$ cat src/rtl/de_pipe_reg_pkg.sv
// Shared CPU definitions for the D->E pipeline register: RegDst encodings,
// control-bundle field widths and the destination-register selector.
package de_pipe_reg_pkg;

    localparam int unsigned W_REGDST   = 2;
    localparam int unsigned W_ALUSRC   = 2;
    localparam int unsigned W_ALUCTRL  = 3;
    localparam int unsigned W_MEMTOREG = 2;
    localparam int unsigned W_DMOP     = 2;
    localparam int unsigned W_TNEW     = 2;

    localparam logic [4:0] REG_RA = 5'd31;

    typedef enum logic [W_REGDST-1:0] {
        REGDST_RT   = 2'b00,
        REGDST_RD   = 2'b01,
        REGDST_RA   = 2'b10,
        REGDST_ZERO = 2'b11
    } regdst_e;

    typedef struct packed {
        logic [W_REGDST-1:0]   regdst;
        logic                  regwrite;
        logic [W_ALUSRC-1:0]   alusrc;
        logic [W_ALUCTRL-1:0]  aluctrl;
        logic                  memwrite;
        logic [W_MEMTOREG-1:0] memtoreg;
        logic [W_DMOP-1:0]     dmop;
        logic [W_TNEW-1:0]     tnew;
    } ctrl_t;

    typedef struct packed {
        logic [31:0] instr;
        logic [31:0] pc;
        logic [31:0] rs_data;
        logic [31:0] rt_data;
        logic [31:0] ext;
        ctrl_t       ctrl;
        logic [4:0]  a3;
    } e_regs_t;

    // A non-writing instruction reports register 0 so forwarding never matches it.
    function automatic logic [4:0] dest_reg(input logic [W_REGDST-1:0] regdst,
                                            input logic                regwrite,
                                            input logic [4:0]          rt,
                                            input logic [4:0]          rd);
        logic [4:0] a3;
        a3 = 5'd0;
        case (regdst)
            REGDST_RT:   a3 = rt;
            REGDST_RD:   a3 = rd;
            REGDST_RA:   a3 = REG_RA;
            REGDST_ZERO: a3 = 5'd0;
            default:     a3 = 5'd0;
        endcase
        return regwrite ? a3 : 5'd0;
    endfunction

endpackage

$ cat src/rtl/de_pipe_reg_if.sv
// D-stage inputs, hazard controls and registered E-stage outputs of the D->E register.
interface de_pipe_reg_if;
    import de_pipe_reg_pkg::*;

    logic                  stall;
    logic                  flush;
    logic                  en;

    logic [31:0]           D_instr, D_pc, D_rs_data, D_rt_data, D_ext;
    logic [W_REGDST-1:0]   D_regdst;
    logic                  D_regwrite;
    logic [W_ALUSRC-1:0]   D_alusrc;
    logic [W_ALUCTRL-1:0]  D_aluctrl;
    logic                  D_memwrite;
    logic [W_MEMTOREG-1:0] D_memtoreg;
    logic [W_DMOP-1:0]     D_dmop;
    logic [W_TNEW-1:0]     D_tnew;

    logic [31:0]           E_instr, E_pc, E_rs_data, E_rt_data, E_ext;
    logic [W_REGDST-1:0]   E_regdst;
    logic                  E_regwrite;
    logic [W_ALUSRC-1:0]   E_alusrc;
    logic [W_ALUCTRL-1:0]  E_aluctrl;
    logic                  E_memwrite;
    logic [W_MEMTOREG-1:0] E_memtoreg;
    logic [W_DMOP-1:0]     E_dmop;
    logic [W_TNEW-1:0]     E_tnew;
    logic [4:0]            E_a3;
    logic [W_TNEW-1:0]     M_tnew_nxt;
    logic [15:0]           bubble_cnt;

    modport master (
        output stall, flush, en,
        output D_instr, D_pc, D_rs_data, D_rt_data, D_ext,
        output D_regdst, D_regwrite, D_alusrc, D_aluctrl,
        output D_memwrite, D_memtoreg, D_dmop, D_tnew,
        input  E_instr, E_pc, E_rs_data, E_rt_data, E_ext,
        input  E_regdst, E_regwrite, E_alusrc, E_aluctrl,
        input  E_memwrite, E_memtoreg, E_dmop, E_tnew,
        input  E_a3, M_tnew_nxt, bubble_cnt
    );

    modport slave (
        input  stall, flush, en,
        input  D_instr, D_pc, D_rs_data, D_rt_data, D_ext,
        input  D_regdst, D_regwrite, D_alusrc, D_aluctrl,
        input  D_memwrite, D_memtoreg, D_dmop, D_tnew,
        output E_instr, E_pc, E_rs_data, E_rt_data, E_ext,
        output E_regdst, E_regwrite, E_alusrc, E_aluctrl,
        output E_memwrite, E_memtoreg, E_dmop, E_tnew,
        output E_a3, M_tnew_nxt, bubble_cnt
    );

endinterface

$ cat src/rtl/de_pipe_reg_sat_cnt16.sv
// 16-bit up-counter that sticks at all-ones instead of wrapping.
module sat_cnt16 (
    input  logic        clk,
    input  logic        reset_n,
    input  logic        inc_i,
    output logic [15:0] cnt_o
);

    logic [15:0] cnt_q, cnt_d;

    always_comb begin
        // NOTE: defaulting the next state to the current one first means no path can leave it unassigned, so no latch is inferred.
        cnt_d = cnt_q;
        if (inc_i && (cnt_q != 16'hFFFF)) cnt_d = cnt_q + 16'd1;
    end

    // NOTE: state registers use non-blocking assignments so every flop samples pre-edge values.
    always_ff @(posedge clk or negedge reset_n) begin
        if (!reset_n) cnt_q <= '0;
        else          cnt_q <= cnt_d;
    end

    assign cnt_o = cnt_q;

endmodule

$ cat src/rtl/de_pipe_reg.sv
// D->E pipeline register: hold > bubble > load, with destination-register
// decode, next-stage Tnew and a saturating bubble counter.
module de_pipe_reg
    import de_pipe_reg_pkg::*;
(
    input  logic         clk,
    input  logic         reset_n,
    de_pipe_reg_if.slave bus
);

    e_regs_t     e_q, e_d;
    ctrl_t       d_ctrl;
    logic        bubble;
    logic [15:0] bubble_cnt;

    assign d_ctrl = '{regdst:   bus.D_regdst,   regwrite: bus.D_regwrite,
                      alusrc:   bus.D_alusrc,   aluctrl:  bus.D_aluctrl,
                      memwrite: bus.D_memwrite, memtoreg: bus.D_memtoreg,
                      dmop:     bus.D_dmop,     tnew:     bus.D_tnew};

    // Hold wins over bubble, so a frozen stage never counts a bubble.
    assign bubble = bus.en & (bus.stall | bus.flush);

    always_comb begin
        e_d = e_q;
        if (bubble) begin
            e_d = '0;
        end else if (bus.en) begin
            e_d.instr   = bus.D_instr;
            e_d.pc      = bus.D_pc;
            e_d.rs_data = bus.D_rs_data;
            e_d.rt_data = bus.D_rt_data;
            e_d.ext     = bus.D_ext;
            e_d.ctrl    = d_ctrl;
            e_d.a3      = dest_reg(bus.D_regdst, bus.D_regwrite,
                                   bus.D_instr[20:16], bus.D_instr[15:11]);
        end
    end

    always_ff @(posedge clk or negedge reset_n) begin
        if (!reset_n) e_q <= '0;
        else          e_q <= e_d;
    end

    sat_cnt16 u_bubble_cnt (
        .clk     (clk),
        .reset_n (reset_n),
        .inc_i   (bubble),
        .cnt_o   (bubble_cnt)
    );

    assign bus.E_instr    = e_q.instr;
    assign bus.E_pc       = e_q.pc;
    assign bus.E_rs_data  = e_q.rs_data;
    assign bus.E_rt_data  = e_q.rt_data;
    assign bus.E_ext      = e_q.ext;
    assign bus.E_regdst   = e_q.ctrl.regdst;
    assign bus.E_regwrite = e_q.ctrl.regwrite;
    assign bus.E_alusrc   = e_q.ctrl.alusrc;
    assign bus.E_aluctrl  = e_q.ctrl.aluctrl;
    assign bus.E_memwrite = e_q.ctrl.memwrite;
    assign bus.E_memtoreg = e_q.ctrl.memtoreg;
    assign bus.E_dmop     = e_q.ctrl.dmop;
    assign bus.E_tnew     = e_q.ctrl.tnew;
    assign bus.E_a3       = e_q.a3;
    assign bus.bubble_cnt = bubble_cnt;

    assign bus.M_tnew_nxt = (e_q.ctrl.tnew == '0) ? '0 : e_q.ctrl.tnew - 2'd1;

endmodule

$ cat src/flat_wrapper.sv
// flat-port wrapper written by rule: the top's interface ports become plain ports
module de_pipe_reg_flat import de_pipe_reg_pkg::*;
  (clk, reset_n, bus_stall, bus_flush, bus_en, bus_D_instr, bus_D_pc, bus_D_rs_data, bus_D_rt_data, bus_D_ext, bus_D_regdst, bus_D_regwrite, bus_D_alusrc, bus_D_aluctrl, bus_D_memwrite, bus_D_memtoreg, bus_D_dmop, bus_D_tnew, bus_E_instr, bus_E_pc, bus_E_rs_data, bus_E_rt_data, bus_E_ext, bus_E_regdst, bus_E_regwrite, bus_E_alusrc, bus_E_aluctrl, bus_E_memwrite, bus_E_memtoreg, bus_E_dmop, bus_E_tnew, bus_E_a3, bus_M_tnew_nxt, bus_bubble_cnt);
  de_pipe_reg_if bus_i ();
  input  logic clk;
  input  logic reset_n;
  input wire logic [$bits(bus_i.stall)-1:0] bus_stall;
  input wire logic [$bits(bus_i.flush)-1:0] bus_flush;
  input wire logic [$bits(bus_i.en)-1:0] bus_en;
  input wire logic [$bits(bus_i.D_instr)-1:0] bus_D_instr;
  input wire logic [$bits(bus_i.D_pc)-1:0] bus_D_pc;
  input wire logic [$bits(bus_i.D_rs_data)-1:0] bus_D_rs_data;
  input wire logic [$bits(bus_i.D_rt_data)-1:0] bus_D_rt_data;
  input wire logic [$bits(bus_i.D_ext)-1:0] bus_D_ext;
  input wire logic [$bits(bus_i.D_regdst)-1:0] bus_D_regdst;
  input wire logic [$bits(bus_i.D_regwrite)-1:0] bus_D_regwrite;
  input wire logic [$bits(bus_i.D_alusrc)-1:0] bus_D_alusrc;
  input wire logic [$bits(bus_i.D_aluctrl)-1:0] bus_D_aluctrl;
  input wire logic [$bits(bus_i.D_memwrite)-1:0] bus_D_memwrite;
  input wire logic [$bits(bus_i.D_memtoreg)-1:0] bus_D_memtoreg;
  input wire logic [$bits(bus_i.D_dmop)-1:0] bus_D_dmop;
  input wire logic [$bits(bus_i.D_tnew)-1:0] bus_D_tnew;
  output wire logic [$bits(bus_i.E_instr)-1:0] bus_E_instr;
  output wire logic [$bits(bus_i.E_pc)-1:0] bus_E_pc;
  output wire logic [$bits(bus_i.E_rs_data)-1:0] bus_E_rs_data;
  output wire logic [$bits(bus_i.E_rt_data)-1:0] bus_E_rt_data;
  output wire logic [$bits(bus_i.E_ext)-1:0] bus_E_ext;
  output wire logic [$bits(bus_i.E_regdst)-1:0] bus_E_regdst;
  output wire logic [$bits(bus_i.E_regwrite)-1:0] bus_E_regwrite;
  output wire logic [$bits(bus_i.E_alusrc)-1:0] bus_E_alusrc;
  output wire logic [$bits(bus_i.E_aluctrl)-1:0] bus_E_aluctrl;
  output wire logic [$bits(bus_i.E_memwrite)-1:0] bus_E_memwrite;
  output wire logic [$bits(bus_i.E_memtoreg)-1:0] bus_E_memtoreg;
  output wire logic [$bits(bus_i.E_dmop)-1:0] bus_E_dmop;
  output wire logic [$bits(bus_i.E_tnew)-1:0] bus_E_tnew;
  output wire logic [$bits(bus_i.E_a3)-1:0] bus_E_a3;
  output wire logic [$bits(bus_i.M_tnew_nxt)-1:0] bus_M_tnew_nxt;
  output wire logic [$bits(bus_i.bubble_cnt)-1:0] bus_bubble_cnt;
  assign bus_i.stall = bus_stall;
  assign bus_i.flush = bus_flush;
  assign bus_i.en = bus_en;
  assign bus_i.D_instr = bus_D_instr;
  assign bus_i.D_pc = bus_D_pc;
  assign bus_i.D_rs_data = bus_D_rs_data;
  assign bus_i.D_rt_data = bus_D_rt_data;
  assign bus_i.D_ext = bus_D_ext;
  assign bus_i.D_regdst = bus_D_regdst;
  assign bus_i.D_regwrite = bus_D_regwrite;
  assign bus_i.D_alusrc = bus_D_alusrc;
  assign bus_i.D_aluctrl = bus_D_aluctrl;
  assign bus_i.D_memwrite = bus_D_memwrite;
  assign bus_i.D_memtoreg = bus_D_memtoreg;
  assign bus_i.D_dmop = bus_D_dmop;
  assign bus_i.D_tnew = bus_D_tnew;
  assign bus_E_instr = bus_i.E_instr;
  assign bus_E_pc = bus_i.E_pc;
  assign bus_E_rs_data = bus_i.E_rs_data;
  assign bus_E_rt_data = bus_i.E_rt_data;
  assign bus_E_ext = bus_i.E_ext;
  assign bus_E_regdst = bus_i.E_regdst;
  assign bus_E_regwrite = bus_i.E_regwrite;
  assign bus_E_alusrc = bus_i.E_alusrc;
  assign bus_E_aluctrl = bus_i.E_aluctrl;
  assign bus_E_memwrite = bus_i.E_memwrite;
  assign bus_E_memtoreg = bus_i.E_memtoreg;
  assign bus_E_dmop = bus_i.E_dmop;
  assign bus_E_tnew = bus_i.E_tnew;
  assign bus_E_a3 = bus_i.E_a3;
  assign bus_M_tnew_nxt = bus_i.M_tnew_nxt;
  assign bus_bubble_cnt = bus_i.bubble_cnt;
  de_pipe_reg u_core (.clk(clk), .reset_n(reset_n), .bus(bus_i));
endmodule
$ cat config.mk
export PLATFORM = sky130hd
export DESIGN_NAME = de_pipe_reg_flat
export DESIGN_NICKNAME = d
export VERILOG_FILES = /design/src/rtl/de_pipe_reg_pkg.sv /design/src/rtl/de_pipe_reg_if.sv /design/src/rtl/de_pipe_reg_sat_cnt16.sv /design/src/rtl/de_pipe_reg.sv /design/src/flat_wrapper.sv
export SDC_FILE = /design/constraint.sdc
export NUM_CORES = 1
export LEC_CHECK = 0
export CAP_MARGIN = 25
export CORE_MARGIN = 4
export CORE_UTILIZATION = 40
export CTS_CLUSTER_DIAMETER = 60
export DETAILED_ROUTE_END_ITERATION = 8
export PLACE_DENSITY = 0.79
export SYNTH_ARGS = -nofsm -noshare
export SYNTH_HDL_FRONTEND = slang
export SYNTH_SLANG_ARGS = --single-unit
$ cat constraint.sdc
create_clock -name clk -period 2.4 [get_ports clk]
set_input_delay 0.72 -clock clk [delete_from_list [all_inputs] [get_ports clk]]
set_output_delay 0.72 -clock clk [all_outputs]
set_load 0.005 [all_outputs]
=== After elaboration in Yosys (flattened, before gate mapping) ===
Index checks and enable logic that the tools add are counted.

* Bits of input ports: 180
* Memories kept: 0
* Bits in latches: 0
* Word-level logic and storage cells: 32
* Output and inout port bits: 198
* Bits in registers: 196
* Bits in writable memories: 0
* Memory bits (read-only): 0

* Order comparisons: 0
* Equal/unequal tests: 4
* Bitwise operators: 2
* $mul: 0
* Shift operators: 0
* Reductions and logical operators: 4
* Add/subtract/negate cells: 2
* Div/mod/pow operators: 0
* Multiplexer cells: 5

{| class="wikitable"
|+ Operators with widths
! operator !! count
|-
| 180-bit 2-to-1 mux || 2
|-
| 5-bit one-hot mux with 4 select lines || 1
|-
| 16-bit by 1-bit adder with 16-bit output, second input constant || 1
|-
| 16-bit != test, second input constant || 1
|-
| 5-bit 2-to-1 mux || 1
|-
| 2-bit == test, second input constant || 2
|-
| 2-bit logical NOT || 2
|-
| 2-bit by 1-bit == test with 1-bit output, second input constant || 1
|-
| 2-bit 2-to-1 mux || 1
|-
| 2-bit nonzero test || 1
|-
| 2-bit by 1-bit subtractor with 2-bit output, second input constant || 1
|-
| 1-bit bitwise AND || 1
|-
| 1-bit logical AND || 1
|-
| 1-bit OR || 1
|}

=== Logic depth before layout (Yosys ltp) ===
Gate-level depths: netlist of the first run.

* Depth in word-level cells: 5
* Gate-level depth with buffers: 5

=== Hierarchy ===
Synthesis of the first run repeated with hierarchy kept, for this count alone.

* Cell total of the unflattened synthesis: 847
* Area total of the unflattened synthesis: 7928.9 um^2

{| class="wikitable"
|+ Modules (own cells, without submodules)
! module !! cells each !! seq. area each (um^2) !! area each (um^2) !! instances
|-
| de_pipe_reg || 770 || 4504.3 || 7044.3 || 1
|-
| sat_cnt16 || 77 || 400.4 || 884.6 || 1
|}

=== Worst setup path before layout of the first run ===
OpenSTA, ideal clock, no wires.

* Path type: input-to-reg
* Start point: in bus_flush
* End point: reg u_core.u_bubble_cnt.cnt_q[13] (netlist: u_core.u_bubble_cnt.cnt_o[13])
* Buffers on the path: 0
* Data arrival time: 1.678 ns
* Data required time: 2.275 ns
* Cell stages on the path: 4
* Slack: 0.597 ns
* Setup time: 0.125 ns
* Cell sequence: o21ai_1 > or2_2 > nor4_1 > mux2_2

* Cells in the longest elaborated chain, start to end: 3

{| class="wikitable"
|+ Ends and longest elaborated chain
! what !! RTL line !! text
|-
| start: declaration || flat_wrapper.sv:8 || <nowiki>input wire logic [$bits(bus_i.flush)-1:0] bus_flush;</nowiki>
|-
| 1-bit OR || de_pipe_reg.sv:22 || <nowiki>assign bubble = bus.en & (bus.stall | bus.flush);</nowiki>
|-
| 1-bit bitwise AND || de_pipe_reg.sv:22 ||
|-
| 1-bit logical AND || de_pipe_reg_sat_cnt16.sv:14 || <nowiki>if (inc_i && (cnt_q != 16'hFFFF)) cnt_d = cnt_q + 16'd1;</nowiki>
|-
| end signal: assignment || de_pipe_reg_sat_cnt16.sv:20 || <nowiki>else cnt_q <= cnt_d;</nowiki>
|-
| end: declaration || de_pipe_reg_sat_cnt16.sv:9 || <nowiki>logic [15:0] cnt_q, cnt_d;</nowiki>
|}

Every way passes these cells.
A chain may end at the register's enable or synchronous reset.

=== Final worst setup path of the first run ===
* Start point: reg u_core.e_q, in the netlist u_core.bus.E_tnew[1]
* End point: out bus_M_tnew_nxt[0]

* Cells in the longest elaborated chain, start to end: 2

{| class="wikitable"
|+ Ends and longest elaborated chain
! what !! RTL line !! text
|-
| start: declaration || de_pipe_reg.sv:11 || <nowiki>e_regs_t e_q, e_d;</nowiki>
|-
| start signal: assignment || de_pipe_reg.sv:41 || <nowiki>if (!reset_n) e_q <= '0;</nowiki>
|-
| start signal: assignment || de_pipe_reg.sv:42 || <nowiki>else e_q <= e_d;</nowiki>
|-
| 2-bit logical NOT || de_pipe_reg.sv:68 || <nowiki>assign bus.M_tnew_nxt = (e_q.ctrl.tnew == '0) ? '0 : e_q.ctrl.tnew - 2'd1;</nowiki>
|-
| 2-bit 2-to-1 mux || de_pipe_reg.sv:68 ||
|-
| end: declaration || flat_wrapper.sv:37 || <nowiki>output wire logic [$bits(bus_i.M_tnew_nxt)-1:0] bus_M_tnew_nxt;</nowiki>
|}

Every way passes these cells.

==> summary.md, run 1 <==
| Metric | Value |
|---|---|
| Final nets | 1411 |
| Crit path kind | register to output port |
| First-pass GRT wire length | between 30000 and 40000 µm |
| Post-Syn Instances | 850 |
| Number of hold buffers added after cts | 0 |
| Synth cell types | 37 |
| Final setup fails | 0 |
| Most common cell after layout, fill and taps aside | clkdlybuf4s50_1 |
| Worst-Skew Late Latency | 0.42 ns |
| Number of global-route vias before repair | 7207 |
| Peak VDD IR | 0.000462 V |
| Total global-route track usage | around 22% |
| Power per cell area | roughly 620 mW/mm² |
| CP Max Fanout | 3 |
| Reg2reg end | u_core.u_bubble_cnt.cnt_o[1]$_DFFE_PN0P_ |
| CTS root buf | clkbuf_16 |
| Grt ovf | 0 |
| Post-CTS Setup Bufs | 0 |
| FF+latch count, synth | 196 |
| Hold Violations, Final | 0 |
| Layout area overhead | 61.1% |
| Die Y | between 100 and 150 µm |
| Setup TNS | 0 ns |
| Critical R2R Launch | u_core.u_bubble_cnt.cnt_o[0]$_DFFE_PN0P_ |
| Placer Congestion | 0.847 |
| CTS buffer count | 17 |
| EDFF count, synth | 0 |
| Crit path cell chain | inv_1, nor2_1, clkdlybuf4s50_1 |
| Clk_skew | 0.00777 ns |
| Syn avg cell area | 9.20 µm² |
| Drt first pass iters | 4 |
| Sequential share of power | 47.8% |
| Worst hold path class | input pin to async pin |
| Vias post-DR | 6917 |
| Commonest non-fill, non-tap cells in the layout | clkdlybuf4s50_1, dfrtp_1, inv_1, nand2_1, o21ai_0 |
| Layout cells sized above 1 | 5.23% |
| Drt drc | 0 |
| 1st-iter DRT viols | roughly 330 |
| DP HPWL | 18200 µm |
| Logic pwr share | 17.2% |
| Arrival time worst endpoint | 1.49 ns |
| Row count | 50 |
| Synth Net Count | about 1000 |
| CTS tree | yes |
| Ys async rst share | 100% |
| H-tree depth | 4 |
| Initial Utilization | 41.3% |
| Clk slew on worst S/H paths | 0.08 ns |
| DR WL/cell | approximately 16 µm |
| Fillers | 1483 |
| Commonest register cell after synthesis | dfrtp_1 |
| Die width | ~150 µm |
| Dpl ws | 0.0336 ns |
| Net Sw Frac | 26.4% |
| Post-layout utilization of the core | 66.5% |
| Max cap viols | 0 |
| Crit end category | output port |
| Clock sink count | 196 |
| Slew Limit Fails | 0 |
| Inserted Diodes | 0 |
| Power share of the clock group | 35.1% |
| Initial antenna violation count | 0 |
| Max clock buf depth | 2 |
| Syn Std Cell Area | 0.00782 mm² |
| Port Buffers | 377 |
| Register area share after synthesis | around 63% |
| Critical path's largest stage delay | 0.52 ns |
| Data required, critical path | 1.68 ns |
| WL final | around 24000 µm |
| Core area | 0.0190 mm² |
| Setup WS post-layout | roughly 0.19 ns |
| Int Power | 5.72 mW |
| I/O pin count | 378 |
| Largest net degree at the start of global routing | 124 |
| Reg2reg setup slack | between 0.5 and 0.6 ns |
| LEAKAGE | 5.35 nW |
| Cts repair resizes | 0 |
| WHS | 0.260 ns |
| Critical path's slowest cell | clkdlybuf4s50_1 |
| Fin crit share | 92.3% |
| Fmax achieved | 452 MHz |
| Startpoint types | register |
| RSZ-0062 raised after global routing | no |
| Worst Max-Slew Pin Slew | ~0.5 ns |
| Die area | 0.0219 mm² |
| Via density | between 4 and 5 |
| Slew Limit Headroom | 66.3% |
| Synth warn | 0 |
| Post-route minimum period | 2.21 ns |
| Status | completed |
| Psw | 2.05 mW |
| Antenna viol nets, final | 0 |
| Worst r2r path cells | 5 |
## how the worst max path moves through the flow
stage | depth (start not counted) | end | slack (ns) | start
2_1_floorplan | 4 | u_core.u_bubble_cnt.cnt_o[13]$_DFFE_PN0P_ | 0.60 | bus_flush
3_3_place_gp | 5 | u_core.u_bubble_cnt.cnt_o[13]$_DFFE_PN0P_ | 0.07 | bus_flush
3_5_place_dp | 7 | u_core.bus.E_instr[22]$_DFFE_PN0P_ | 0.03 | bus_flush
5_1_grt | 3 | bus_M_tnew_nxt[0] | 0.13 | u_core.bus.E_tnew[1]$_DFFE_PN0P_
4_1_cts | 1 | bus_bubble_cnt[8] | 0.18 | u_core.u_bubble_cnt.cnt_o[8]$_DFFE_PN0P_
6_report | 3 | bus_M_tnew_nxt[0] | 0.19 | u_core.bus.E_tnew[1]$_DFFE_PN0P_
## metal layers
layer	share of wire (%)	track usage, %	routed length, µm	up-vias
met1	38	26.0	9380	3262
met2	51	38.8	12400	257
met5	0	0	0	-
met4	2.7	7.62	663	0
li1	-	-	-	3356
met3	8.5	7.36	2080	42
## cells in the mapped netlist (2+ instances only)
master / instances / area share (%)
a21oi_1: 6 / 0.38
buf_1: 4 / 0.19
buf_2: 5 / 0.32
clkbuf_1: 30 / 1.4
dfrtp_1: 196 / 63
inv_1: 182 / 8.7
nand2_1: 182 / 8.7
nand3_1: 5 / 0.32
nand4_1: 4 / 0.32
nor2_1: 17 / 0.82
nor3_1: 5 / 0.32
nor3b_1: 2 / 0.19
o21a_1: 2 / 0.19
o21ai_0: 175 / 11
o22ai_1: 5 / 0.40
xnor2_1: 3 / 0.34
xor2_1: 7 / 0.78
## cell type report
| type | instances | area (µm²) | share of cell area, % |
|---|---|---|---|
| Sequential cell | 196 | 4900 | 38.9 |
| Timing Repair Buffer | 400 | 4050 | 32.1 |
| Multi-Input combinational cell | 433 | 2090 | 16.6 |
| Inverter | 182 | 683 | 5.42 |
| Clock buffer | 19 | 433 | 3.44 |
| Tap cell | 260 | 325 | 2.58 |
| Clock inverter | 13 | 121 | 0.963 |
## per-stage QoR
step           area, µm²  power [mW]  cells
6_report           12600        7.77   1503
5_1_grt            12600        8.11   1503
4_1_cts            12600        7.83   1503
3_5_place_dp       12000        5.11   1471
3_3_place_gp       12000        5.08   1471
2_1_floorplan       7820        4.09    850
## power by group through the flow
stage | logic, mW | clock network, mW | registers, mW
after global routing | 1.45 | 2.92 | 3.74
after global placement | 1.32 | 0 | 3.76
after detailed placement | 1.34 | 0 | 3.77
after CTS | 1.35 | 2.77 | 3.71
final | 1.33 | 2.73 | 3.71
after floorplan | 0.320 | 0 | 3.77
## sequential cells by signal, summed over array words and instances (netlist names)
| name | cells |
|---|---|
| u_core.bus.E_ext | 32 |
| u_core.bus.E_instr | 32 |
| u_core.bus.E_pc | 32 |
| u_core.bus.E_rs_data | 32 |
| u_core.bus.E_rt_data | 32 |
| u_core.u_bubble_cnt.cnt_o | 16 |
| u_core.bus.E_a3 | 5 |
| u_core.bus.E_aluctrl | 3 |
| u_core.bus.E_alusrc | 2 |
| u_core.bus.E_dmop | 2 |
| u_core.bus.E_memtoreg | 2 |
| u_core.bus.E_regdst | 2 |
| u_core.bus.E_tnew | 2 |
| u_core.bus.E_memwrite | 1 |
| u_core.bus.E_regwrite | 1 |
## critical path, delay by kind of cell, from the launching register on
kind,cells,cell delay (ns)
buffers and inverters,2,0.59
flip-flops,1,0.36
AND/OR/NAND/NOR,1,0.13
## cell families after synthesis
logic type / after synthesis / share of synthesized area (%)
AO/OA/AOI/OAI: 191 / 12.5
XOR/XNOR: 10 / 1.12
adder cells (fa/ha/maj): 1 / 0.160
buffers and inverters: 221 / 10.7
flip-flops: 196 / 62.7
multiplexers: 4 / 0.608
AND/OR/NAND/NOR: 227 / 12.2
Note: power is estimated with default switching activity, not from simulation.
==> run 2, diff against run 1 <==
--- a/config.mk
+++ b/config.mk
@@ -11,6 +11,7 @@
 export CTS_CLUSTER_DIAMETER = 60
 export DETAILED_ROUTE_END_ITERATION = 8
 export PLACE_DENSITY = 0.79
+export SKIP_CTS_REPAIR_TIMING = 1
 export SYNTH_ARGS = -nofsm -noshare
 export SYNTH_HDL_FRONTEND = slang
 export SYNTH_SLANG_ARGS = --single-unit
==> results of run 2 <==
No change in the layout: final DEF, timing and power equal those of run 1.
==> run 3, diff against run 2 <==
--- a/config.mk
+++ b/config.mk
@@ -10,7 +10,9 @@
 export CORE_UTILIZATION = 40
 export CTS_CLUSTER_DIAMETER = 60
 export DETAILED_ROUTE_END_ITERATION = 8
-export PLACE_DENSITY = 0.79
+export GPL_ROUTABILITY_DRIVEN = 1
+export PLACE_DENSITY_LB_ADDON = 0.3
+export REMOVE_ABC_BUFFERS = 1
 export SKIP_CTS_REPAIR_TIMING = 1
 export SYNTH_ARGS = -nofsm -noshare
 export SYNTH_HDL_FRONTEND = slang
==> run 3 against run 2 <==
  * Clock-buffer cell count is the same
  * Via count shrank 1.4%
  * Clock skew grew 0.0022 ns
  * Largest cell class unchanged
  * Critical path depth is the same
  * Non-clock buffer count shrank 6
  * Sequential share of layout area grew 0.11 points
  * Global-route usage shrank 0.22 points
  * Die area is the same
  * Sequential cell count is the same
  * Power is essentially flat
  * Critical path type unchanged
  * Setup slack lost 0.020 ns
==> summary.md, run 3 (synthesized netlist as in run 1, its figures left out) <==
| Metric | Value |
|---|---|
| Status | completed |
| Power per cell area | 617 mW/mm² |
| CTS buffer count | 17 |
| Clk_skew | 0.00997 ns |
| Antenna viol nets, final | 0 |
| Data required, critical path | 1.68 ns |
| Core area | 0.0190 mm² |
| CTS root buf | clkbuf_16 |
| Startpoint types | register |
| Clock sink count | 196 |
| Max cap viols | 0 |
| LEAKAGE | 5.34 nW |
| Psw | 2.02 mW |
| Drt drc | 0 |
| First-pass GRT wire length | around 38000 µm |
| CP delay by family, top | buffers and inverters |
| Layout cells sized above 1 | 4.85% |
| Largest net degree at the start of global routing | 112 |
| Critical path's largest stage delay | between 0.5 and 0.6 ns |
| Via density | 4.56 |
| Number of global-route vias before repair | 7013 |
| Arrival time worst endpoint | 1.51 ns |
| Port Buffers | 377 |
| Final nets | approximately 1400 |
| Crit path kind | register to output port |
| Final setup fails | 0 |
| Die width | ~150 µm |
| Crit path cell chain | inv_1, nor2_1, clkdlybuf4s50_1 |
| Hold Violations, Final | 0 |
| Net Sw Frac | 26.1% |
| Vias post-DR | 6821 |
| Critical path's slowest cell | clkdlybuf4s50_1 |
| Total global-route track usage | 22.1% |
| Commonest non-fill, non-tap cells in the layout | clkdlybuf4s50_1, dfrtp_1, inv_1, nand2_1, o21ai_0 |
| Row count | 50 |
| Fin crit share | 93.1% |
| Grt ovf | 0 |
| Die Y | 148 µm |
| Worst hold path class | input pin to async pin |
| CTS tree | yes |
| Dpl ws | 0.0582 ns |
| Crit end category | output port |
| Setup TNS | 0 ns |
| Slew Limit Headroom | 59.4% |
| Power share of the clock group | a little over a third |
| Placer Congestion | 0.826 |
| Max clock buf depth | 2 |
| Fmax achieved | 448 MHz |
| Inserted Diodes | 0 |
| CP Buf/Inv Count | 2 |
| Initial Utilization | 41.3% |
| Clk slew on worst S/H paths | 0.08 ns |
| Setup WS post-layout | 0.166 ns |
| CP Max Fanout | 3 |
| Worst-Skew Late Latency | 0.42 ns |
| 1st-iter DRT viols | between 300 and 400 |
| DR WL/cell | 16.3 µm |
| Slew Limit Fails | 0 |
| Peak VDD IR | 0.000620 V |
| Int Power | 5.74 mW |
| Die area | 0.0219 mm² |
| Initial antenna violation count | 0 |
| Layout area overhead | 60.7% |
| Sequential share of power | 47.8% |
| RSZ-0062 raised after global routing | no |
| Logic pwr share | 17.1% |
| DP HPWL | between 15000 and 20000 µm |
| Drt first pass iters | 4 |
| Worst Max-Slew Pin Slew | 0.608 ns |
| H-tree depth | 4 |
| Most common cell after layout, fill and taps aside | clkdlybuf4s50_1 |
| WL final | 24400 µm |
| I/O pin count | 378 |
| Post-route minimum period | 2.23 ns |
-- run 3: cell types whose count changed in the layout (fill, tap and decap cells not counted), sizes merged --
cell / before / now
buf: 24 / 18
clkinv: 5 / 8
clkinvlp: 3 / 1
inv: 187 / 186
-- run 3: worst register-to-register path, cell delays in order, from the launching register on --
cell and delay (ns):
dfrtp_1 0.42, ha_1 0.28, nand4_1 0.24, nor4_4 0.44
nor2_2 0.10, mux2_4 0.31
-- run 3: through the flow --
stage               cells  hold WS [ns]  total power [mW]  util (%)  area, µm²
floorplan             811         0.424              4.07         -       7670
detailed placement   1465         0.513              5.10      63.3      12000
finish               1497         0.256              7.76      66.3      12600
global placement     1465         0.506              5.07      63.3      12000
global route         1497         0.274              8.12      66.3      12600
CTS                  1497         0.262              7.85      66.3      12600
-- run 3: path summary, 6_finish.rpt --
kind | cells past startpoint | slack, ns | from | to
worst max-delay path | 3 | 0.17 | u_core.bus.E_tnew[1]$_DFFE_PN0P_ | bus_M_tnew_nxt[0]
worst min-delay path | 1 | 0.26 | reset_n | u_core.bus.E_instr[19]$_DFFE_PN0P_
worst max register to register | 5 | 0.50 | u_core.u_bubble_cnt.cnt_o[0]$_DFFE_PN0P_ | u_core.u_bubble_cnt.cnt_o[1]$_DFFE_PN0P_
worst min register to register | 2 | 0.52 | u_core.bus.E_instr[18]$_DFFE_PN0P_ | u_core.bus.E_instr[18]$_DFFE_PN0P_
max in group asynchronous | 2 | 1.53 | reset_n | u_core.bus.E_rs_data[25]$_DFFE_PN0P_
min in group clk | 2 | 0.52 | u_core.bus.E_instr[18]$_DFFE_PN0P_ | u_core.bus.E_instr[18]$_DFFE_PN0P_
-- run 3: layout make-up --
type,instances,area [µm²]
Clock buffer,19,443
Clock inverter,13,121
Fill cell,1580,6390
Inverter,182,683
Multi-Input combinational cell,433,2090
Sequential cell,196,4900
Tap cell,260,325
Timing Repair Buffer,394,4000
-- run 3: power by group through the flow --
| stage | registers, mW | logic (mW) | clock network (mW) |
|---|---|---|---|
| after floorplan | 3.77 | 0.297 | 0 |
| after global placement | 3.76 | 1.31 | 0 |
| after detailed placement | 3.76 | 1.33 | 0 |
| after CTS | 3.71 | 1.34 | 2.81 |
| after global routing | 3.74 | 1.44 | 2.93 |
| final | 3.71 | 1.32 | 2.73 |
-- run 3: metal layers --
layer	share of wire [%]	vias up	global-route usage, %
li1	-	3357	-
met1	39	3170	27.0
met2	50	250	37.5
met3	7.8	44	5.86
met4	3.1	0	8.78
met5	0	-	0
